$ cat src/rtl/instruction_rom_loader_if.sv
// Purpose: byte-stream load handshake between the board-level loader
//          (switches/UART front end) and instruction_rom_loader.
// Signals:
//   load_start - one-cycle pulse, begin a new load at address 0
//   load_valid - load_data holds a valid byte
//   load_data  - program byte
//   load_last  - marks the final byte, sampled with load_valid
//   load_ready - loader accepts a byte this cycle
// Modports: master = loader front end, slave = instruction_rom_loader.
interface instruction_rom_loader_if;
  logic       load_start;
  logic       load_valid;
  logic [7:0] load_data;
  logic       load_last;
  logic       load_ready;

  modport master (
    output load_start, load_valid, load_data, load_last,
    input  load_ready
  );

  modport slave (
    input  load_start, load_valid, load_data, load_last,
    output load_ready
  );
endinterface

$ cat src/rtl/instruction_rom_loader.sv
// Purpose: program memory for the 8-bit single-cycle core. A DEPTH x 8 RAM
//          is filled from a byte stream while the core is held in reset, then
//          the core is released and fetches with zero-latency reads.
// Ports:
//   CLK          - system clock, rising edge
//   reset        - asynchronous, active-low reset
//   lif          - load handshake (slave side of instruction_rom_loader_if)
//   read_address - fetch address from the core's PC
//   instruction  - fetched byte, combinational from read_address
//   cpu_reset_n  - active-low reset to the core, high only in RUN
//   prog_len     - number of bytes loaded (0..DEPTH)
//   running      - high in RUN
//   load_checksum- (LOAD_CHECKSUM_EN only) mod-256 sum of accepted bytes
// Optional feature macro: LOAD_CHECKSUM_EN
module instruction_rom_loader #(
  parameter int          ADDR_W = 8,
  parameter logic [7:0]  FILL   = 8'h00
) (
  input  logic                CLK,
  input  logic                reset,
  instruction_rom_loader_if.slave lif,
  input  logic [ADDR_W-1:0]   read_address,
  output logic [7:0]          instruction,
  output logic                cpu_reset_n,
  output logic [ADDR_W:0]     prog_len,
  output logic                running
`ifdef LOAD_CHECKSUM_EN
  ,output logic [7:0]         load_checksum
`endif
);

  localparam int DEPTH = 2 ** ADDR_W;
  localparam logic [ADDR_W-1:0] LAST_ADDR = '1;

  typedef enum logic [1:0] {IDLE, LOAD, RUN} state_t;

  state_t              r_state;
  logic [ADDR_W-1:0]   r_ptr;
  logic [ADDR_W:0]     r_prog_len;
  logic                r_load_ready;
  logic                r_cpu_reset_n;
  logic                r_running;
  logic [7:0]          r_mem [DEPTH];
`ifdef LOAD_CHECKSUM_EN
  logic [7:0]          r_checksum;
`endif

  logic                w_accept;
  logic                w_in_range;

  // A start pulse overrides any byte offered in the same cycle.
  assign w_accept = (r_state == LOAD) && r_load_ready && lif.load_valid
                    && !lif.load_start;

  // RAM has no reset; a zero prog_len masks stale contents.
  always_ff @(posedge CLK) begin
    if (w_accept) begin
      r_mem[r_ptr] <= lif.load_data;
    end
  end

  // Control FSM; all outputs are registered alongside the state.
  always_ff @(posedge CLK or negedge reset) begin
    if (!reset) begin
      r_state       <= IDLE;
      r_ptr         <= '0;
      r_prog_len    <= '0;
      r_load_ready  <= 1'b0;
      r_cpu_reset_n <= 1'b0;
      r_running     <= 1'b0;
`ifdef LOAD_CHECKSUM_EN
      r_checksum    <= 8'h00;
`endif
    end else if (lif.load_start) begin
      r_state       <= LOAD;
      r_ptr         <= '0;
      r_prog_len    <= '0;
      r_load_ready  <= 1'b1;
      r_cpu_reset_n <= 1'b0;
      r_running     <= 1'b0;
`ifdef LOAD_CHECKSUM_EN
      r_checksum    <= 8'h00;
`endif
    end else begin
      case (r_state)
        LOAD: begin
          if (w_accept) begin
            r_prog_len <= r_prog_len + (ADDR_W+1)'(1);
`ifdef LOAD_CHECKSUM_EN
            r_checksum <= r_checksum + lif.load_data;
`endif
            // The pointer holds at the top address so a full load never wraps.
            if (r_ptr != LAST_ADDR) begin
              r_ptr <= r_ptr + ADDR_W'(1);
            end
            if (lif.load_last || (r_ptr == LAST_ADDR)) begin
              r_state       <= RUN;
              r_load_ready  <= 1'b0;
              r_cpu_reset_n <= 1'b1;
              r_running     <= 1'b1;
            end
          end
        end
        default: begin
        end
      endcase
    end
  end

  // Zero-latency fetch; unsigned compare, prog_len is one bit wider.
  assign w_in_range  = ({1'b0, read_address} < r_prog_len);
  assign instruction = (r_running && w_in_range) ? r_mem[read_address] : FILL;

  assign lif.load_ready = r_load_ready;
  assign cpu_reset_n    = r_cpu_reset_n;
  assign prog_len       = r_prog_len;
  assign running        = r_running;
`ifdef LOAD_CHECKSUM_EN
  assign load_checksum  = r_checksum;
`endif

endmodule

$ cat src/flat_wrapper.sv
// flat-port wrapper written by rule: the top's interface ports become plain ports
module instruction_rom_loader_flat 
#(
  parameter int          ADDR_W = 8,
  parameter logic [7:0]  FILL   = 8'h00
)
  (CLK, reset, read_address, instruction, cpu_reset_n, prog_len, running, lif_load_start, lif_load_valid, lif_load_data, lif_load_last, lif_load_ready);
  instruction_rom_loader_if lif_i ();
  input  logic CLK;
  input  logic reset;
  input  logic [ADDR_W-1:0] read_address;
  output logic [7:0] instruction;
  output logic cpu_reset_n;
  output logic [ADDR_W:0] prog_len;
  output logic running;
  input wire logic [$bits(lif_i.load_start)-1:0] lif_load_start;
  input wire logic [$bits(lif_i.load_valid)-1:0] lif_load_valid;
  input wire logic [$bits(lif_i.load_data)-1:0] lif_load_data;
  input wire logic [$bits(lif_i.load_last)-1:0] lif_load_last;
  output wire logic [$bits(lif_i.load_ready)-1:0] lif_load_ready;
  assign lif_i.load_start = lif_load_start;
  assign lif_i.load_valid = lif_load_valid;
  assign lif_i.load_data = lif_load_data;
  assign lif_i.load_last = lif_load_last;
  assign lif_load_ready = lif_i.load_ready;
  instruction_rom_loader #(.ADDR_W(ADDR_W), .FILL(FILL)) u_core (.CLK(CLK), .reset(reset), .lif(lif_i), .read_address(read_address), .instruction(instruction), .cpu_reset_n(cpu_reset_n), .prog_len(prog_len), .running(running));
endmodule
$ cat config.mk
export PLATFORM = sky130hd
export DESIGN_NAME = instruction_rom_loader_flat
export DESIGN_NICKNAME = d
export VERILOG_FILES = /design/src/rtl/instruction_rom_loader_if.sv /design/src/rtl/instruction_rom_loader.sv /design/src/flat_wrapper.sv
export SDC_FILE = /design/constraint.sdc
export NUM_CORES = 2
export LEC_CHECK = 0
export BUFFER_PORTS_ARGS = -buffer_cell sky130_fd_sc_hd__buf_2
export CELL_PAD_IN_SITES_DETAIL_PLACEMENT = 0
export CELL_PAD_IN_SITES_GLOBAL_PLACEMENT = 2
export CORE_ASPECT_RATIO = 1.4
export CORE_MARGIN = 10
export CORE_UTILIZATION = 35
export DETAILED_ROUTE_END_ITERATION = 8
export MAX_ROUTING_LAYER = met4
export PLACE_DENSITY_LB_ADDON = 0.1
export SLEW_MARGIN = 20
export SYNTH_ARGS = -nofsm -noshare
export SYNTH_HDL_FRONTEND = slang
export SYNTH_SLANG_ARGS = --single-unit
$ cat constraint.sdc
create_clock -name CLK -period 5.65 [get_ports CLK]
set_clock_uncertainty 0.2 [all_clocks]
set_input_delay 0.2825 -clock CLK [delete_from_list [all_inputs] [get_ports CLK]]
set_output_delay 0.2825 -clock CLK [all_outputs]
set_load 0.02 [all_outputs]
=== After elaboration in Yosys (flattened, before gate mapping) ===
Memory sizes are Yosys's and may differ from the RTL's.
Cells that the tools add are included.

* Add/subtract/negate cells: 2
* $mul: 0
* Div/mod/pow operators: 0
* $lt $le $gt $ge: 1
* Equal/unequal tests: 3
* Shift operators: 0
* Muxes and demuxes: 22
* Bitwise gates (word level): 0
* Reductions and logical operators: 13

{| class="wikitable"
|+ Operators with widths
! kind !! count
|-
| 8-bit two-way mux || 5
|-
| 9-bit two-way mux || 3
|-
| 1-bit two-way mux || 10
|-
| 9-bit by 1-bit adder with 9-bit output, second input constant || 1
|-
| 8-bit by 9-bit < comparator with 1-bit output || 1
|-
| 8-bit by 1-bit adder with 8-bit output, second input constant || 1
|-
| 8-bit == test, second input constant || 1
|-
| 2-bit two-way mux || 4
|-
| 8-bit != test, second input constant || 1
|-
| 2-bit nonzero test || 4
|-
| 3-bit AND reduction || 2
|-
| 1-bit logical AND || 4
|-
| 2-bit by 1-bit == test with 1-bit output, second input constant || 1
|-
| 2-bit AND reduction || 1
|-
| 1-bit logical NOT || 1
|-
| 1-bit logical OR || 1
|}

* Flip-flop bits (word level): 21
* Latch bits: 0
* RAM bits: 2048
* ROM bits: 0
* Bits of input ports: 21
* Output and inout bits: 20
* Logic and storage cells: 47
* Memories: 1

{| class="wikitable"
|+ Memories
! memory !! words !! width !! read ports !! clocked after memory_dff !! write ports !! line !! source
|-
| u_core.r_mem || 256 || 8 || 1 || 0 || 1 || instruction_rom_loader.sv:43 || <nowiki>logic [7:0] r_mem [DEPTH];</nowiki>
|}

=== Longest topological paths before layout ===
* Depth in word-level cells: 7
* Gate-level depth with buffers: 13

=== Least setup slack after synthesis ===
No wires, ideal clock.

* Kind: input-to-output
* From: input port read_address[0]
* To: output port instruction[1]
* Data arrival time: 2.535 ns
* Path slack: 2.632 ns
* Stages on the path: 10
* Cell sequence: buf_6 -> buf_12 -> buf_6 -> buf_2 -> mux4_2 -> a22oi_1 -> a21oi_1 -> nor3_1 -> nor2_1 -> or4_1

* Longest elaborated chain between the ends: 3
* Elaborated cells on any way between the ends: 4

{| class="wikitable"
|+ Ends and longest elaborated chain
! element !! line !! source
|-
| start, declared || flat_wrapper.sv:11 || <nowiki>input logic [ADDR_W-1:0] read_address;</nowiki>
|-
| parallel branches: the longest is 2 deep, another holds memory 256 x 8 bit || - ||
|-
| 8-bit two-way mux (*) || instruction_rom_loader.sv:112 || <nowiki>assign instruction = (r_running && w_in_range) ? r_mem[read_address] : FILL;</nowiki>
|-
| end, declared || flat_wrapper.sv:12 || <nowiki>output logic [7:0] instruction;</nowiki>
|}

Every way passes the cells marked *.

=== Worst setup path after layout ===
* From: register u_core.r_prog_len[2] (netlist: u_core.prog_len[2])
* To: output port instruction[7]

* Longest elaborated chain between the ends: 3

{| class="wikitable"
|+ Ends and longest elaborated chain
! element !! line !! source
|-
| start, declared || instruction_rom_loader.sv:39 || <nowiki>logic [ADDR_W:0] r_prog_len;</nowiki>
|-
| start signal, assigned || instruction_rom_loader.sv:88 || <nowiki>r_prog_len <= r_prog_len + (ADDR_W+1)'(1);</nowiki>
|-
| 8-bit by 9-bit < comparator with 1-bit output || instruction_rom_loader.sv:111 || <nowiki>assign w_in_range = ({1'b0, read_address} < r_prog_len);</nowiki>
|-
| 1-bit logical AND || instruction_rom_loader.sv:112 ||
|-
| 8-bit two-way mux || instruction_rom_loader.sv:112 ||
|}

No other way between the ends.

==> summary.txt <==
WL/cell -> 35.5 µm
FF-to-FF End -> u_core.r_mem[88][6]$_DFFE_PP_
cells after synthesis -> 4178
CP max FO -> 8
commonest cells after routing, fill and taps aside -> edfxtp_1 (2048), mux2i_1 (369), mux4_2 (338)
H-Tree Depth -> 4
total gr overflow -> 0
#FFs+latches synth -> 2067
register-to-register setup slack -> 1.36 ns
YS warnings -> 0
Max VDD drop -> 0.244 mV
CP Capture Type -> primary output
# DRC -> 0
Placed Instances -> 7192
critical hold path startpoint -> lif_load_start
slowest CP cell -> nand4b_1
Root Buffer -> clkbuf_16
Tcrit/Tclk final -> 93.0%
I/O pin count -> 41
CTS tree -> done
max_cap viols -> 0
WHS Path Cells -> 3
minimum clock period -> 5.25 ns
Final Hold Fails -> 0
Final Util -> 39.9%
Post-synth ARST share -> 0.919%
leak pwr -> 29.1 nW
Final ANT Viol Nets -> 0
dpl hpwl -> 166 mm
CP Data Required Time -> 5.17 ns
Worst slew margin -> 22.0%
Power Dens Cells -> 346 nW/µm²
Clock Latency Late Sink -> 0.85 ns
core area -> 231000 µm²
sequential fraction of the synthesis area -> 76.2%
Hold Path End -> u_core.prog_len[6]$_DFFE_PN0P_
Setup Fix Bufs, Post-CTS -> 0
RR Startpoint -> u_core.r_state[1]$_DFFE_PN0P_
initial antenna violation count -> 22
Die Area -> 252000 µm²
post-synthesis average cell area -> 19.5 µm²
row count -> 209
TritonRoute pass-1 iters -> 6
detailed-route via count -> 41900
Total Wirelength -> 269 mm
WP data arrival -> 4.77 ns
setup_tns -> 0 ns
commonest non-fill, non-tap cell in the layout -> edfxtp_1
Initial Util -> 35.1%
EDFF count, synth -> 2048
fmax -> 190 MHz
Placer Congestion -> 0.802
Global Route Usage Sum -> 21.7%
slowest cell delay on critical path -> 0.74 ns
I/O Buffers -> 40
critical path cell sequence -> inv_1, ha_1, a21o_1, a31oi_1, o221ai_1, nand2_1, buf_4, nand4b_1, o22ai_1, or4_1, buf_2
worst path bufs/invs -> 3
CTS buffer count -> 212
Synth cell types -> 65
vias per inst -> 5.53
DIE WIDTH -> 427 µm
Worst-path clk slew -> 0.06 ns
Finished Layout Cells -> 7578
Gates resized, CTS repair -> 0
cell family with most CP delay -> compound AO/OA/AOI/OAI gates
critical path type -> flip-flop to primary output
Final #Nets -> 4396
first-pass GRT wire length -> 370 mm
fin. max-slew vios -> 0
Hold Crit Class -> input port to flip-flop
Mapped Area -> 81300 µm²
Reg2Reg Depth -> 5
RSZ-0062 raised after global routing -> false
die height -> 590 µm
Top FF cell, synth -> edfxtp_1
Area Overhead vs Synth -> 13.4%
Num Clock Sinks -> 2067
Iteration-0 DRC Markers -> 4271
Setup-failing EPs final -> 0
vias in the first global route -> 42900
status -> completed
largest net degree at the start of global routing -> 161
Bufs on Longest Clock Path -> 4
CP Launch Type -> flip-flop
layout cells sized above 1 -> 18.9%
syn nets -> 4211
actual slew at the worst max-slew pin -> 1.17 ns
hold_ws -> 0.279 ns
CTS Hold Buffers Added -> 15
power by group:
part           internal, mW  total, mW  switching, mW
combinational         0.547       1.85           1.30
sequential             16.9       16.9        0.00806
clock                  7.28       13.2           5.87
sequential cells by signal, indices dropped and copies added (netlist names):
| signal | flops |
|---|---|
| u_core.prog_len | 9 |
| u_core.r_state | 2 |
| u_core.r_mem | 2048 |
| u_core.r_ptr | 8 |
metal layers:
layer  part of all wire (%)  GRT usage [%]  wire length (µm)
met2                     52           36.9            139000
met3                    5.0           2.51             13400
met4                    1.9           4.05              4980
met1                     42           28.1            112000
met5                      0              -                 0
worst max-delay path by stage:
stage / start / end / slack (ns) / depth (start not counted)
floorplan: read_address[0] / instruction[1] / 2.63 / 10
global placement: read_address[1] / instruction[1] / 0.86 / 12
detailed placement: read_address[1] / instruction[1] / 0.89 / 12
CTS: u_core.prog_len[2]$_DFFE_PN0P_ / instruction[2] / 0.33 / 11
global route: u_core.prog_len[2]$_DFFE_PN0P_ / instruction[5] / 0.25 / 11
finish: u_core.prog_len[2]$_DFFE_PN0P_ / instruction[7] / 0.40 / 11
logic make-up after synthesis:
| logic type | synth area share [%] |
|---|---|
| simple gates | 3.18 |
| fa+ha+maj | 0.185 |
| flops | 76.2 |
| compound gates | 4.45 |
| mux | 14.0 |
| buf+inv | 1.84 |
| xor+xnor | 0.140 |
cells in the mapped netlist, types with 19 or more instances:
library cell	instances	share of area, %
nand3_1	33	0.20
a221o_1	46	0.57
mux2i_1	369	4.5
o22ai_1	23	0.18
nor3_1	48	0.30
a22oi_1	36	0.33
a221oi_1	128	1.4
mux4_2	338	9.4
nor2_1	333	1.5
buf_2	56	0.34
o21ai_0	99	0.61
nor2b_1	19	0.15
buf_6	26	0.36
buf_4	37	0.34
a21oi_1	73	0.45
dfrtp_1	19	0.58
nand2_1	93	0.43
clkbuf_1	123	0.57
edfxtp_1	2048	76
stage by stage:
| step | area (µm²) | setup WS (ns) | power, mW |
|---|---|---|---|
| after global placement | 85800 | 0.865 | 19.1 |
| after CTS | 92200 | 0.326 | 32.3 |
| after global routing | 92200 | 0.247 | 32.8 |
| after detailed placement | 85800 | 0.886 | 19.1 |
| final | 92200 | 0.398 | 31.9 |
| after floorplan | 81300 | 2.63 | 18.1 |
worst min-delay path, cell delays in order:
cell           delay, ns
dlygate4sd3_1       0.52
buf_2               0.32
nor2_1              0.16
final cells by class:
| type | count | area (µm²) |
|---|---|---|
| antenna | 5 | 12.5 |
| clock buffer | 275 | 5590 |
| clock inverter | 90 | 648 |
| fill | 20900 | 139000 |
| inverter | 16 | 65.1 |
| multi-input combinational | 1833 | 18000 |
| sequential | 2067 | 62000 |
| tap | 3059 | 3830 |
| timing repair buffer | 233 | 2120 |
Note: power is estimated with default switching activity, not from simulation.
